<file path="src/rtl/memory_game_pkg.sv">
// Shared types and constants for the memory-tester game blocks.
// Holds the round state encoding, LFSR constants and the timeout-per-level helper.
package memory_game_pkg;

    typedef enum logic [2:0] {
        IDLE  = 3'd0,
        GEN   = 3'd1,
        SHOW  = 3'd2,
        ARM   = 3'd3,
        ENTRY = 3'd4,
        WIN   = 3'd5,
        LOSE  = 3'd6
    } state_e;

    localparam int         DIGIT_W_DEF   = 4;
    localparam logic [7:0] LFSR_SEED_DEF = 8'hA5;
    // Feedback taps for x^8+x^6+x^5+x^4+1 with the MSB as the x^8 stage.
    localparam logic [7:0] LFSR_TAPS     = 8'hB8;

    // Timeout shrinks by one per level above 1 and never drops below min_time.
    function automatic logic [3:0] level_to_reconfig(
        input logic [3:0] lvl,
        input logic [3:0] base_time,
        input logic [3:0] min_time
    );
        logic [3:0] dec;
        logic [3:0] t;
        dec = (lvl == 4'd0) ? 4'd0 : (lvl - 4'd1);
        t   = (dec >= base_time) ? min_time : (base_time - dec);
        return (t < min_time) ? min_time : t;
    endfunction

endpackage

</file>
<file path="src/rtl/pattern_lfsr.sv">
// 8-bit Fibonacci LFSR producing pattern digits; the digit is the low bits
// of the current value, so the caller captures it before requesting a shift.
module pattern_lfsr
    import memory_game_pkg::*;
#(
    parameter int         DIGIT_W = DIGIT_W_DEF,
    parameter logic [7:0] SEED    = LFSR_SEED_DEF
) (
    input  logic               clock,
    input  logic               rst,
    input  logic               load_en,
    input  logic               advance_en,
    output logic [DIGIT_W-1:0] digit
);

    logic [7:0] lfsr_q;
    logic [7:0] lfsr_d;

    // Next value: reload takes priority over a shift
    always_comb begin
        lfsr_d = lfsr_q;
        if (load_en) begin
            lfsr_d = SEED;
        end else if (advance_en) begin
            lfsr_d = {lfsr_q[6:0], ^(lfsr_q & LFSR_TAPS)};
        end else begin
            lfsr_d = lfsr_q;
        end
    end

    // LFSR register
    always_ff @(posedge clock or posedge rst) begin
        if (rst) begin
            lfsr_q <= SEED;
        end else begin
            lfsr_q <= lfsr_d;
        end
    end

    assign digit = lfsr_q[DIGIT_W-1:0];

endmodule

</file>
<file path="src/rtl/memory_round_ctrl.sv">
// Round sequencer for the memory-tester game: builds a pattern, shows it,
// arms the reconfigurable timer and judges the player's key entries.
module memory_round_ctrl
    import memory_game_pkg::*;
#(
    parameter int         DIGIT_W    = DIGIT_W_DEF,
    parameter int         MAX_LEN    = 8,
    parameter int         SHOW_TICKS = 16,
    parameter int         BASE_TIME  = 10,
    parameter int         MIN_TIME   = 2,
    parameter logic [7:0] LFSR_SEED  = LFSR_SEED_DEF
) (
    input  logic               clock,
    input  logic               rst,
    input  logic               start,
    input  logic               key_valid,
    input  logic [DIGIT_W-1:0] key_code,
    input  logic               time_out,
    output logic               timer_enable,
    output logic               timer_stop,
    output logic [3:0]         timer_reconfig,
    output logic [DIGIT_W-1:0] disp_digit,
    output logic               disp_valid,
    output logic [3:0]         level,
    output logic [7:0]         score,
    output logic               round_win,
    output logic               game_over,
    output logic               busy
);

    localparam int                IDX_W     = (MAX_LEN > 1) ? $clog2(MAX_LEN) : 1;
    localparam int                TICK_W    = $clog2(SHOW_TICKS + 1);
    localparam logic [TICK_W-1:0] TICK_LAST = TICK_W'(SHOW_TICKS - 1);
    localparam logic [3:0]        BASE_T    = 4'(BASE_TIME);
    localparam logic [3:0]        MIN_T     = 4'(MIN_TIME);
    localparam logic [3:0]        LEVEL_MAX = 4'(MAX_LEN - 1);

    state_e              state_q, state_d;
    logic [IDX_W-1:0]    idx_q, idx_d;
    logic [TICK_W-1:0]   tick_q, tick_d;
    logic [DIGIT_W-1:0]  pattern_q [MAX_LEN];
    logic [DIGIT_W-1:0]  pattern_d [MAX_LEN];
    logic                timer_enable_q, timer_enable_d;
    logic                timer_stop_q, timer_stop_d;
    logic [3:0]          timer_reconfig_q, timer_reconfig_d;
    logic [DIGIT_W-1:0]  disp_digit_q, disp_digit_d;
    logic                disp_valid_q, disp_valid_d;
    logic [3:0]          level_q, level_d;
    logic [7:0]          score_q, score_d;
    logic                round_win_q, round_win_d;
    logic                game_over_q, game_over_d;
    logic                busy_q, busy_d;

    logic                advance_s;
    logic [DIGIT_W-1:0]  lfsr_digit_s;
    logic [IDX_W-1:0]    last_idx_s;
    logic [IDX_W-1:0]    idx_inc_s;
    logic [8:0]          score_sum_s;

    pattern_lfsr #(
        .DIGIT_W (DIGIT_W),
        .SEED    (LFSR_SEED)
    ) u_lfsr (
        .clock      (clock),
        .rst        (rst),
        .load_en    (1'b0),
        .advance_en (advance_s),
        .digit      (lfsr_digit_s)
    );

    // Pattern length is level+1, so the final digit index equals the level.
    assign last_idx_s  = level_q[IDX_W-1:0];
    assign idx_inc_s   = idx_q + IDX_W'(1);
    assign score_sum_s = {1'b0, score_q} + {5'd0, level_q} + 9'd1;

    // Round sequencing and next values for every registered output
    always_comb begin
        state_d          = state_q;
        idx_d            = idx_q;
        tick_d           = tick_q;
        pattern_d        = pattern_q;
        timer_enable_d   = 1'b0;
        timer_stop_d     = 1'b0;
        timer_reconfig_d = timer_reconfig_q;
        disp_digit_d     = disp_digit_q;
        disp_valid_d     = disp_valid_q;
        level_d          = level_q;
        score_d          = score_q;
        round_win_d      = 1'b0;
        advance_s        = 1'b0;

        case (state_q)
            IDLE, LOSE: begin
                if (start) begin
                    level_d = 4'd1;
                    score_d = 8'd0;
                    idx_d   = '0;
                    state_d = GEN;
                end else begin
                    state_d = state_q;
                end
            end
            GEN: begin
                advance_s         = 1'b1;
                pattern_d[idx_q]  = lfsr_digit_s;
                if (idx_q == last_idx_s) begin
                    idx_d        = '0;
                    tick_d       = '0;
                    disp_valid_d = 1'b1;
                    disp_digit_d = pattern_q[0];
                    state_d      = SHOW;
                end else begin
                    idx_d = idx_inc_s;
                end
            end
            SHOW: begin
                if (tick_q == TICK_LAST) begin
                    tick_d = '0;
                    if (idx_q == last_idx_s) begin
                        idx_d            = '0;
                        disp_valid_d     = 1'b0;
                        disp_digit_d     = '0;
                        timer_enable_d   = 1'b1;
                        timer_reconfig_d = level_to_reconfig(level_q, BASE_T, MIN_T);
                        state_d          = ARM;
                    end else begin
                        idx_d        = idx_inc_s;
                        disp_digit_d = pattern_q[idx_inc_s];
                    end
                end else begin
                    tick_d = tick_q + TICK_W'(1);
                end
            end
            ARM: begin
                idx_d   = '0;
                state_d = ENTRY;
            end
            ENTRY: begin
                // Expiry beats a simultaneous key press and needs no stop pulse.
                if (time_out) begin
                    state_d = LOSE;
                end else if (key_valid) begin
                    if (key_code == pattern_q[idx_q]) begin
                        if (idx_q == last_idx_s) begin
                            idx_d        = '0;
                            timer_stop_d = 1'b1;
                            round_win_d  = 1'b1;
                            state_d      = WIN;
                        end else begin
                            idx_d = idx_inc_s;
                        end
                    end else begin
                        timer_stop_d = 1'b1;
                        state_d      = LOSE;
                    end
                end else begin
                    state_d = state_q;
                end
            end
            WIN: begin
                score_d = score_sum_s[8] ? 8'hFF : score_sum_s[7:0];
                level_d = (level_q >= LEVEL_MAX) ? level_q : (level_q + 4'd1);
                idx_d   = '0;
                state_d = GEN;
            end
            default: begin
                state_d = IDLE;
            end
        endcase

        busy_d      = (state_d != IDLE) && (state_d != LOSE);
        game_over_d = (state_d == LOSE);
    end

    // State, pattern store and registered outputs
    always_ff @(posedge clock or posedge rst) begin
        if (rst) begin
            state_q          <= IDLE;
            idx_q            <= '0;
            tick_q           <= '0;
            for (int i = 0; i < MAX_LEN; i++) begin
                pattern_q[i] <= '0;
            end
            timer_enable_q   <= 1'b0;
            timer_stop_q     <= 1'b0;
            timer_reconfig_q <= BASE_T;
            disp_digit_q     <= '0;
            disp_valid_q     <= 1'b0;
            level_q          <= 4'd0;
            score_q          <= 8'd0;
            round_win_q      <= 1'b0;
            game_over_q      <= 1'b0;
            busy_q           <= 1'b0;
        end else begin
            state_q          <= state_d;
            idx_q            <= idx_d;
            tick_q           <= tick_d;
            pattern_q        <= pattern_d;
            timer_enable_q   <= timer_enable_d;
            timer_stop_q     <= timer_stop_d;
            timer_reconfig_q <= timer_reconfig_d;
            disp_digit_q     <= disp_digit_d;
            disp_valid_q     <= disp_valid_d;
            level_q          <= level_d;
            score_q          <= score_d;
            round_win_q      <= round_win_d;
            game_over_q      <= game_over_d;
            busy_q           <= busy_d;
        end
    end

    assign timer_enable   = timer_enable_q;
    assign timer_stop     = timer_stop_q;
    assign timer_reconfig = timer_reconfig_q;
    assign disp_digit     = disp_digit_q;
    assign disp_valid     = disp_valid_q;
    assign level          = level_q;
    assign score          = score_q;
    assign round_win      = round_win_q;
    assign game_over      = game_over_q;
    assign busy           = busy_q;

endmodule

</file>
<file path="config.mk">
export PLATFORM = sky130hd
export DESIGN_NAME = memory_round_ctrl
export DESIGN_NICKNAME = d
export VERILOG_FILES = /design/src/rtl/memory_game_pkg.sv /design/src/rtl/pattern_lfsr.sv /design/src/rtl/memory_round_ctrl.sv
export SDC_FILE = /design/constraint.sdc
export NUM_CORES = 1
export LEC_CHECK = 0
export CELL_PAD_IN_SITES_DETAIL_PLACEMENT = 1
export CELL_PAD_IN_SITES_GLOBAL_PLACEMENT = 2
export CORE_AREA = 2 2 106 108
export CTS_CLUSTER_DIAMETER = 100
export DETAILED_ROUTE_END_ITERATION = 6
export DIE_AREA = 0 0 108 110
export HOLD_SLACK_MARGIN = 0.08
export MAX_ROUTING_LAYER = met4
export PLACE_DENSITY_LB_ADDON = 0.15
export SLEW_MARGIN = 20
export SYNTH_ARGS = -nofsm -noshare
export SYNTH_HDL_FRONTEND = slang
export SYNTH_SLANG_ARGS = --single-unit
</file>
<file path="constraint.sdc">
create_clock -name clock -period 4.5 [get_ports clock]
set_input_delay 0.675 -clock clock [delete_from_list [all_inputs] [get_ports clock]]
set_output_delay 0.675 -clock clock [all_outputs]
set_load 0.005 [all_outputs]
</file>
* Word-level counts from Yosys, hierarchy flattened
Cells that the tools add are included.
Widths: inputs -> output; s select.
** Cells by class
- Add/sub/neg operators :: 7
- Magnitude comparators :: 6
- Equal/unequal tests :: 19
- Muxes and demuxes :: 57
- Bitwise operators :: 2
- Reductions and logical operators :: 18
** Operators with widths (number)
- $mux 4 :: 13
- $mux 3 :: 14
- $bwmux 32 :: 1
- $bmux 4 s3 :: 2
- $pmux 3 s6 :: 1
- $mux 8 :: 2
- $ne 2x2->1 const B :: 8
- $pmux 4 s2 :: 2
- $pmux 8 s2 :: 1
- $mux 1 :: 15
- $pmux 3 s5 :: 1
- $demux 4 s3 :: 1
- $eq 3x3->1 const B :: 4
- $ge 4x4->1 const B :: 3
- $mux 5 :: 2
- $pmux 5 s2 :: 1
- $add 8x4->9 :: 1
- $add 9x1->9 const B :: 1
- $reduce_and 3->1 :: 3
- $not 3->4 :: 2
- $reduce_xor 8->1 :: 1
- $eq 3x2->1 const B :: 2
- $reduce_and 6->1 :: 1
- $add 5x1->5 const B :: 1
- other kinds (22) :: 26
** Word-level totals
- Bits in registers :: 77
- Input port bits :: 9
- Output and inout bits :: 26

* Longest topological paths before layout
Gate-level depths: netlist (run 1).
- Depth after elaboration :: 11
- Mapped depth :: 11
- Gate-level depth less buffers :: 10

* Modules after synthesis
From an unflattened synthesis (run 1), not the netlist that was laid out.
** Unflattened totals
- Cell total of the unflattened synthesis :: 403
- Area total of the unflattened synthesis :: 4359.2 um2
** By module, submodules not included
- memory_round_ctrl :: instances 1, cells each 369, area an instance 3977.6 um2
- pattern_lfsr :: instances 1, cells each 34, area an instance 381.6 um2

* Least setup slack after synthesis (run 1)
Ideal clock, no wire load.
- Path type :: reg2reg
- Start point :: reg idx_q[0]
- End point :: reg idx_q[0]
- Arrival time :: 2.391 ns
- Data required time :: 4.375 ns
- Path slack :: 1.984 ns
- Stages on the path, launching flop included :: 10
- Buffers on the path :: 3
- Period minus slack after synthesis :: 2.516 ns
- Cells stage by stage :: dfrtp_1 buf_6 buf_2 mux4_2 mux2i_1 xnor2_1 or4_1 buf_2 a21oi_1 mux2_2
** Between the ends
- Longest elaborated chain between the ends :: 7
- Elaborated cells between the ends (all ways) :: 15
- Those cells by class :: add/sub (1); eq/ne (3); mux (9); bitwise (1); reduce/logical (1)
** RTL lines
- from (decl) :: line memory_round_ctrl.sv:39 : logic [IDX_W-1:0] idx_q, idx_d;
- from (signal assigned) :: line memory_round_ctrl.sv:196 : idx_q <= idx_d;
- $not 3->4 (not written as such) :: line memory_round_ctrl.sv:143 : if (key_code == pattern_q[idx_q]) begin
- $bmux 4 s3 :: line memory_round_ctrl.sv:143
- $mux 4 (not written as such) (2 in a row) :: line memory_round_ctrl.sv:143
- $eq 4x4->1 :: line memory_round_ctrl.sv:143
- $ne 2x2->1 (no line)
- $reduce_and 6->1 (no line)
Parallel ways exist; a longest one is shown, timed or not. The select of a mux whose other input is x is not followed.
A chain may end at the register's enable or synchronous reset.

* Worst setup path in the final report (run 1)
Same ends and word-level chain as after synthesis.

==> results.md, run 1 <==
* Outcome: finished, final reports clean
* DR vias at 3014
* Gate power share at 34.5%
* Crit-path max cell delay at 940 ps
* Crit share post-route at 74.4%
* Net Sw Power at 819 µW
* Power Total at 2150 µW
* Antenna cells at 0
* Clock Power Share at 23.8%
* Yosys cell types at 50
* Cell Area, Synth at 0.00418 mm²
* GRT overflow at 0
* Slew margin rel. at 39.6%
* Largest net degree at the start of global routing at 59
* Vias in the first global route at 3172
* Worst vdd ir at 173 µV
* Post-synth EDFFs at 0
* CP Cell Sequence: buf_4 > mux4_2 > mux2i_1 > xnor2_1 > or4_1 > a21oi_1 > mux2_2
* Register Area at 0.00193 mm²
* Part of the power in registers at 41.6%
* Sequential area share after synthesis at 46.2%
* WL final at 9980 µm
* Crit-path leading delay family: multiplexers
* Pwr per Cell Area at 448 mW/mm²
* Die area at 0.0119 mm²
* Lkg Pwr at 0.00209 µW
* Internal at 1330 µW
* Area of the multi-input gates at 0.00210 mm²
* Unrepaired setup endpoints after global routing: no
* Area share of the largest cell type after synthesis at 42.5%
* Sum of negative setup slack at 0 ps
* FF-to-FF setup slack at 1150 ps
* CTS H-tree depth at 3
* Die width at 108 µm
* First DRT Iteration DRCs at 107
* Final ANT Viol Nets at 0
* Post-Syn Instances at 395
* Syn-to-layout area delta at 14.8%
* Number of stages on the worst setup path at 7
* Num Clock Sinks at 77
* Final hold vios at 0
* Slew Limit Fails at 0
* Most frequent cells in the layout: dfrtp_1, nand2_1, mux2_2, clkdlybuf4s50_1, o21ai_0
* Cts hold-fix bufs at 0
* Initial Util at 39.1%
* Number of fill cells at 1211
* Port Buf Inserts at 34
* Sw Ratio at 38.1%
* Data required, critical path at 4740 ps
* Final Setup Violations at 0
* Placed Area at 0.00462 mm²
* Avg Synthesized Cell Area at 10.6 µm²
* HPWL after detailed placement at 7450 µm
* Clk_lat worst skew at 360 ps
* Row count at 38
* CTS Root Cell: clkbuf_8
* Fmax at 0.299 GHz
* Num CTS Buffers at 9
* Worst r2r dst: idx_q[0]
* End of the critical path: idx_q[0]
* Routed len/inst at 17.7 µm
* DR vias/cell at 5.34
* Worst path bufs/invs at 1
* Max-cap violation count at 0
* Top cells by area, synth: dfrtp_1, mux2_2, mux4_2
* Critical path startpoint category: flop
* Worst slack at placement at 1130 ps
* Setup bufs post-CTS at 0
* Die H at 110 µm
* Crit path DAT at 3580 ps
* Setup crit end kind: flop
* Max Fanout on Critical Path at 23
* Clk pin slew, worst setup/hold paths at 80 ps
* Drt pass-1 iters at 4
* Final instance area at 0.00480 mm²
* Worst hold slack at 471 ps
* CTS tree: built
* Share of cells above drive strength 1 at 16.7%
* PostCTS Resize Cnt at 0
* Worst R2R Start: idx_q[0]
* Commonest non-fill, non-tap cell in the layout: dfrtp_1
* Register bit total from synthesis at 77
* Reg2Reg Depth at 7
* Clk buf depth at 2
* Yosys warns at 0
* Top_reg_cell synth: dfrtp_1
* Syn nets at 414
* Hold Path Class: reg2reg
* Worst Slack Setup Final at 1150 ps
* Slowest CP cell: dfrtp_1
* Layout Skew at 17.0 ps
* Asr flop ratio synth at 100%
* First-pass GRT wire length at 16600 µm
* Setup CP Type: reg2reg
* Tot GR Track Use at 18.9%
* Antenna violations before repair at 0
* Num ports at 35
* Fin nets at 438
* Core Footprint at 0.0107 mm²
* Remaining DRCs at 0
* Global placement routability congestion at 0.854
* Period minus WS final at 3350 ps
* Most area-hungry cell type in the Yosys netlist: dfrtp_1
* Hold path cells at 2
* Crit path from: idx_q[0]
* Worst-Margin Slew at 906 ps
Yosys cell counts, types with 4 or more instances:
master    instances
a21o_1            4
inv_1            13
o21ai_0          28
nand2_1          52
nand2b_1          8
xnor2_1           9
nor2_1           22
mux2_2           34
xor2_1            4
mux2i_1          14
dfrtp_1          71
a21oi_1          21
mux4_2           13
a22o_1            5
clkbuf_1         19
dfstp_2           6
ha_1              9
nand3_1          11
nor2b_1           9
power by group through the flow:
stage	Combinational, µW	Sequential [µW]	Clock (µW)
floorplan	616	818	0
global placement	736	909	0
detailed placement	753	910	0
CTS	757	897	532
global route	845	914	567
finish	742	894	512
cells by family (layout without fill, tap and decap cells):
| logic type | after synthesis | after routing | synth area share [%] |
|---|---|---|---|
| AO/OA/AOI/OAI | 81 | 81 | 12.1 |
| XOR/XNOR | 13 | 13 | 2.72 |
| adder cells (fa/ha/maj) | 10 | 10 | 3.17 |
| buffers and inverters | 36 | 65 | 3.50 |
| flip-flops | 77 | 77 | 46.2 |
| multiplexers | 61 | 61 | 19.5 |
| AND/OR/NAND/NOR | 117 | 117 | 12.8 |
worst min-delay path, delay by kind of cell (launching register included):
kind	cells	cell delay, ps
flops	1	380
simple gates	2	90
layer usage:
metal  routed length (µm)  track usage, %
met1                 4460            22.3
met2                 5170            33.3
met3                  208            3.35
met4                  138            5.13
met5                    0               -
layout make-up:
| cell class | instances | share of cell area (%) |
|---|---|---|
| Multi-Input combinational cell | 282 | 43.8 |
| Inverter | 13 | 1.02 |
| Clock buffer | 11 | 2.74 |
| Timing Repair Buffer | 36 | 7.40 |
| Clock inverter | 5 | 1.12 |
| Tap cell | 140 | 3.65 |
| Sequential cell | 77 | 40.3 |
registers in the layout, summed over array words and instances (netlist names):
register,count
tick_q,5
round_win,1
timer_stop,1
state_q,3
pattern_q,32
idx_q,3
timer_enable,1
score,8
busy,1
timer_reconfig,4
level,4
game_over,1
disp_digit,4
u_lfsr.lfsr_q,8
disp_valid,1
per-stage QoR:
stage	std cells	utilization [%]
2_1_floorplan	395	-
3_3_place_gp	548	43.1
3_5_place_dp	548	43.1
4_1_cts	564	44.9
5_1_grt	564	44.9
6_report	564	44.9
worst min path at each step:
| stage | start | to | slack (ps) |
|---|---|---|---|
| finish | u_lfsr.lfsr_q[7] | u_lfsr.lfsr_q[7] | 470 |
| detailed placement | u_lfsr.lfsr_q[7] | u_lfsr.lfsr_q[7] | 460 |
| floorplan | u_lfsr.lfsr_q[6] | u_lfsr.lfsr_q[7] | 440 |
| global placement | timer_reconfig[0] | timer_reconfig[0] | 460 |
| CTS | u_lfsr.lfsr_q[7] | u_lfsr.lfsr_q[7] | 470 |
| global route | tick_q[4] | tick_q[4] | 500 |
(Power assumes the default switching activity.)
==> run 2, diff against run 1 <==
Settings changed: CORE_AREA 2 2 106 108 to 2 2 108 110, DIE_AREA 0 0 108 110 to 0 0 110 112.
Clock period 4.5 ns to 3.1 ns, I/O delays scaled along.
==> run 2 against run 1 <==
Clock power rose by 94%; critical path depth did not move; register-to-register slack got worse by 970 ps; sequential power rose by 41%; utilization fell by 0.32 points; largest cell class unchanged; routed wire length rose by 4.3%; via count rose by 1.9%; combinational power rose by 59%; count of clock-buffer cells in the layout rose by 1; worst hold slack improved by 2.0 ps; die area rose by 3.7%.
==> results.md, run 2 (synthesis gave the netlist of run 1 again) <==
* Data required, critical path at 3330 ps (-1410 ps)
* Final hold vios at 0 (unchanged)
* Hold path start: u_lfsr.lfsr_q[7]
* Pwr per Cell Area at 691 mW/mm² (+54%)
* Worst Slack Setup Final at 179 ps (-973 ps)
* WL final at 10400 µm (+4.3%)
* Num ports at 35 (unchanged)
* DR vias/cell at 5.33 (-0.20%)
* Number of flip-flops in the largest register at 32 (unchanged)
* Setup bufs post-CTS at 0 (unchanged)
* Hold EP: u_lfsr.lfsr_q[7]
* Share of cells above drive strength 1 at 18.7% (+2.0 points)
* Hold path cells at 2 (unchanged)
* Outcome: finished, final reports clean
* Setup CP Type: reg2reg
* Crit path DAT at 3150 ps (-430 ps)
* Area of the multi-input gates at 0.00210 mm² (unchanged)
* Most frequent cells in the layout: dfrtp_1, nand2_1, mux2_2, clkdlybuf4s50_1, o21ai_0
* Register Area at 0.00193 mm² (unchanged)
* CTS tree: built
* Clk_lat worst skew at 340 ps (-20 ps)
* Lkg Pwr at 0.00218 µW (+4.4%)
* Drt pass-1 iters at 4 (unchanged)
* Tot GR Track Use at 19.5% (+0.60 points)
* CTS H-tree depth at 3 (unchanged)
* Antenna violations before repair at 0 (unchanged)
* Layout Skew at 4.86 ps (-12.2 ps)
* CTS Root Cell: clkbuf_16
* Worst r2r dst: idx_q[0]
* Critical path startpoint category: flop
* GRT overflow at 0 (unchanged)
* Largest net degree at the start of global routing at 36 (-39%)
* FF-to-FF setup slack at 180 ps (-970 ps)
* Die area at 0.0123 mm² (+3.7%)
* Fmax at 0.342 GHz (+15%)
* Worst-Margin Slew at 800 ps (-105 ps)
* Global placement routability congestion at 0.922 (+7.9%)
* Commonest non-fill, non-tap cell in the layout: dfrtp_1
* Worst hold slack at 473 ps (+2.03 ps)
* Final Setup Violations at 0 (unchanged)
* Unrepaired setup endpoints after global routing: no
* HPWL after detailed placement at 7780 µm (+4.4%)
* Die H at 112 µm (+1.8%)
* Clk buf depth at 2 (unchanged)
* Max-cap violation count at 0 (unchanged)
* Core Footprint at 0.0112 mm² (+4.5%)
* Max Fanout on Critical Path at 14 (-39%)
* Fin nets at 447 (+2.1%)
* Worst R2R Start: idx_q[0]
* DR vias at 3072 (+1.9%)
* First-pass GRT wire length at 17400 µm (+5.0%)
* Final ANT Viol Nets at 0 (unchanged)
* Biggest register: pattern_q
* Dpl cells at 560 (+2.2%)
* Slew margin rel. at 46.6% (+7.0 points)
* Slew Limit Fails at 0 (unchanged)
* Syn-to-layout area delta at 19.0%
* Final Non-Filler Cells at 576 (+2.1%)
* Cts hold-fix bufs at 0 (unchanged)
* Period minus WS final at 2920 ps (-427 ps)
* Port Buf Inserts at 34 (unchanged)
* Row count at 39 (+2.6%)
* Number of fill cells at 1240 (+2.4%)
* Routed len/inst at 18.1 µm (+2.2%)
* Die width at 110 µm (+1.9%)
* First DRT Iteration DRCs at 92 (-14%)
* Remaining DRCs at 0 (unchanged)
* Sum of negative setup slack at 0 ps (unchanged)
* Hold Path Class: reg2reg
* Worst vdd ir at 339 µV (+96%)
* Clk pin slew, worst setup/hold paths at 60 ps (-20 ps)
* Initial Util at 37.4% (-1.7 points)
* Worst slack at placement at 183 ps (-942 ps)
* Antenna cells at 0 (unchanged)
* Vias in the first global route at 3274 (+3.2%)
* Crit share post-route at 94.2% (+20 points)
* Setup crit end kind: flop
* Num Clock Sinks at 77 (unchanged)
* PostCTS Resize Cnt at 0 (unchanged)
* Reg2Reg Depth at 7 (unchanged)
* Num CTS Buffers at 9 (unchanged)
-- run 2: cell type report --
| class | instances | area share [%] |
|---|---|---|
| clock buffer | 12 | 5.15 |
| clock inverter | 4 | 0.452 |
| inverter | 13 | 0.980 |
| multi-input combinational | 282 | 42.2 |
| sequential | 77 | 38.9 |
| tap | 143 | 3.59 |
| timing repair buffer | 45 | 8.75 |
-- run 2: worst max-delay path by stage --
stage	startpoint	end	slack, ps
6_report	idx_q[0]	idx_q[0]	180
5_1_grt	idx_q[0]	idx_q[0]	60
4_1_cts	idx_q[0]	idx_q[0]	180
3_5_place_dp	idx_q[0]	idx_q[0]	180
3_3_place_gp	idx_q[0]	idx_q[0]	230
2_1_floorplan	idx_q[0]	idx_q[0]	580
-- run 2: power by group --
group	internal, µW	switching (µW)	total (µW)
sequential	1100	166	1260
clock	582	412	994
combinational	511	672	1180
total	2190	1250	3440
-- run 2: layer usage --
metal  global-route usage (%)  up-vias  share of wire [%]  wire length (µm)
met1                     24.6     1556                 46              4760
met2                     30.3       38                 50              5240
met3                     4.45       10                2.9               299
met5                        -        -                  0                 0
met4                     7.09        0                1.2               122
li1                         -     1468                  -                 -
-- run 2: critical path, stage by stage, from the launching register on --
cell	delay, ps
dfrtp_1	730
buf_4	300
mux4_2	300
mux2i_1	200
xnor2_1	80
or4_1	630
a21oi_1	220
mux2_2	350
-- run 2: through the flow --
| step | area [µm²] | util, % | power (µW) |
|---|---|---|---|
| 4_1_cts | 4980 | 44.6 | 3500 |
| 3_3_place_gp | 4700 | 42.1 | 2450 |
| 3_5_place_dp | 4700 | 42.1 | 2480 |
| 6_report | 4980 | 44.6 | 3440 |
| 2_1_floorplan | 4180 | - | 2080 |
| 5_1_grt | 4980 | 44.6 | 3700 |
==> run 3, diff against run 2 <==
Settings changed: REMOVE_ABC_BUFFERS from default to 1.
==> run 3 against run 2 <==
Fmax is 3.7% higher; via count is 0.23% higher; routed wire length is 3.3% lower; clock power is 14% higher; sequential power hardly changed; non-clock buffer count is 3 lower; sequential share of layout area hardly changed; count of clock-buffer cells in the layout stayed put; final area is 0.15% higher; die area stayed put; final cell count is 0.52% lower; first-iteration DRC count is 46% higher.
==> results.md, run 3 (synthesis gave the netlist of run 1 again) <==
* Crit path from: idx_q[2]
* Internal at 2320 µW (+5.8%)
* Critical path startpoint category: flop
* Reg2Reg Depth at 6 (-1)
* Tot GR Track Use at 18.7% (-0.71 points)
* Data required, critical path at 3320 ps (about the same)
* CP Cell Sequence: mux4_2 > mux2i_1 > xnor2_1 > or4_1 > a21oi_1 > mux2_2
* Final Util at 44.6% (+0.067 points)
* Clk buf depth at 2 (unchanged)
* Setup bufs post-CTS at 0 (unchanged)
* Worst R2R Start: idx_q[2]
* Clk_lat worst skew at 330 ps (about the same)
* Clock Power Share at 31.8% (+2.9 points)
* FF-to-FF setup slack at 280 ps (+110 ps)
* Antenna cells at 0 (unchanged)
* Worst vdd ir at 302 µV (-11%)
* Vias in the first global route at 3285 (+0.34%)
* Num ports at 35 (unchanged)
* WL final at 10100 µm (-3.3%)
* Sum of negative setup slack at 0 ps (unchanged)
* Die area at 0.0123 mm² (unchanged)
* Cts hold-fix bufs at 0 (unchanged)
* Lkg Pwr at 0.00217 µW (-0.31%)
* Final ANT Viol Nets at 0 (unchanged)
* Net Sw Power at 1230 µW (-1.5%)
* CTS Root Cell: clkbuf_16
* Drt pass-1 iters at 4 (unchanged)
* Port Buf Inserts at 34 (unchanged)
* Final hold vios at 0 (unchanged)
* Clk pin slew, worst setup/hold paths at 60 ps (about the same)
* Pwr per Cell Area at 712 mW/mm² (+3.0%)
* Crit path DAT at 3030 ps (-120 ps)
* DR vias at 3079 (+0.23%)
* CTS tree: built
* DR vias/cell at 5.37 (+0.75%)
* Layout Skew at 5.04 ps (+0.179 ps)
* Biggest register: pattern_q
* First-pass GRT wire length at 17100 µm (-1.8%)
* Gate power share at 32.0% (-2.4 points)
* Die H at 112 µm (unchanged)
* Fin nets at 444 (-0.67%)
* Final Setup Violations at 0 (unchanged)
* Number of fill cells at 1244 (+0.32%)
* GRT overflow at 0 (unchanged)
* Most frequent cells in the layout: dfrtp_1, nand2_1, mux2_2, clkdlybuf4s50_1, o21ai_0
* Max Fanout on Critical Path at 12 (-2)
* End of the critical path: idx_q[0]
* Outcome: finished, final reports clean
* Largest net degree at the start of global routing at 40 (+11%)
* Die width at 110 µm (unchanged)
* Crit share post-route at 90.8% (-3.4 points)
* CTS H-tree depth at 3 (unchanged)
* Antenna violations before repair at 0 (unchanged)
* Unrepaired setup endpoints after global routing: no
* Part of the power in registers at 36.3% (-0.4 points)
* Initial Util at 37.4% (unchanged)
* Hold path cells at 2 (unchanged)
* Crit-path max cell delay at 680 ps (-50 ps)
* Core Footprint at 0.0112 mm² (unchanged)
* Global placement routability congestion at 0.815 (-12%)
* Setup crit end kind: flop
* Share of cells above drive strength 1 at 18.1% (-0.57 points)
* Setup CP Type: reg2reg
* First DRT Iteration DRCs at 134 (+46%)
* Num Clock Sinks at 77 (unchanged)
* Number of flip-flops in the largest register at 32 (unchanged)
* Max-cap violation count at 0 (unchanged)
* Fmax at 0.355 GHz (+3.7%)
* Worst r2r dst: idx_q[0]
* Slew Limit Fails at 0 (unchanged)
* Slowest CP cell: dfrtp_1
* Routed len/inst at 17.6 µm (-2.8%)
* Syn-to-layout area delta at 19.2%
* Commonest non-fill, non-tap cell in the layout: dfrtp_1
* Remaining DRCs at 0 (unchanged)
* Hold Path Class: reg2reg
* HPWL after detailed placement at 7460 µm (-4.1%)
* Num CTS Buffers at 9 (unchanged)
* Sw Ratio at 34.7% (-1.6 points)
* Worst-Margin Slew at 693 ps (-108 ps)
* Period minus WS final at 2820 ps (-105 ps)
* Row count at 39 (unchanged)
* Slew margin rel. at 53.8% (+7.3 points)
==> run 3: cell count changes in the layout (fill, tap and decap cells not counted) <==
cell       before  now
clkinv_2        3    2
dfrtp_1        71   70
bufinv_16       0    2
buf_4          10    8
dfrtp_2         0    1
clkbuf_8        2    1
clkbuf_1        1    2
buf_12          1    0
inv_2           1    0
==> run 3: metrics by stage <==
stage / instances / power, µW / hold WS [ps] / worst slack [ps] / instance area (µm²)
global placement: 557 / 2430 / 455 / 119 / 4670
finish: 573 / 3550 / 475 / 284 / 4990
CTS: 573 / 3600 / 485 / 44.2 / 4980
global route: 573 / 3820 / 503 / 115 / 4990
detailed placement: 557 / 2450 / 473 / 56.8 / 4670
floorplan: 372 / 2030 / 440 / 75.1 / 4090
==> run 3: critical path, delay by kind of cell (launching register included) <==
kind,cells,cell delay (ps)
and+or+nand+nor,1,640
xor gates and xnor gates,1,70
muxes,3,1070
AOI/OAI and AO/OA,1,220
DFF,1,680
==> run 3: worst min-delay path by stage <==
stage / startpoint / endpoint / slack (ps)
2_1_floorplan: u_lfsr.lfsr_q[6] / u_lfsr.lfsr_q[7] / 440
3_3_place_gp: u_lfsr.lfsr_q[6] / u_lfsr.lfsr_q[7] / 460
3_5_place_dp: tick_q[4] / tick_q[4] / 470
5_1_grt: tick_q[4] / tick_q[4] / 500
6_report: u_lfsr.lfsr_q[7] / u_lfsr.lfsr_q[7] / 470
4_1_cts: u_lfsr.lfsr_q[7] / u_lfsr.lfsr_q[7] / 480
==> run 3: power by group through the flow <==
stage | clock network (µW) | registers, µW | logic [µW]
floorplan | 0 | 1280 | 753
global placement | 0 | 1300 | 1130
detailed placement | 0 | 1310 | 1150
CTS | 1160 | 1290 | 1150
global route | 1210 | 1320 | 1290
finish | 1130 | 1290 | 1130
==> run 3: repair_timing <==
action	in CTS	in global routing
resized for setup	0	1
hold endpoints to repair	0	0
setup endpoints to repair	0	2
==> run 3: final cells by class <==
cell class,count,area (µm²),area share (%)
clock buffer,12,246,4.94
clock inverter,4,72.6,1.46
inverter,13,50.0,1.00
multi-input combinational,282,2100,42.2
sequential,77,1940,38.8
tap,143,179,3.59
timing repair buffer,42,400,8.03
==> run 3: per-layer routing <==
layer,GRT usage [%],up-vias,routed length [µm]
li1,-,1461,-
met1,25.5,1565,4840
met2,27.9,37,4770
met3,2.93,16,268
met4,7.59,0,194
met5,-,-,0
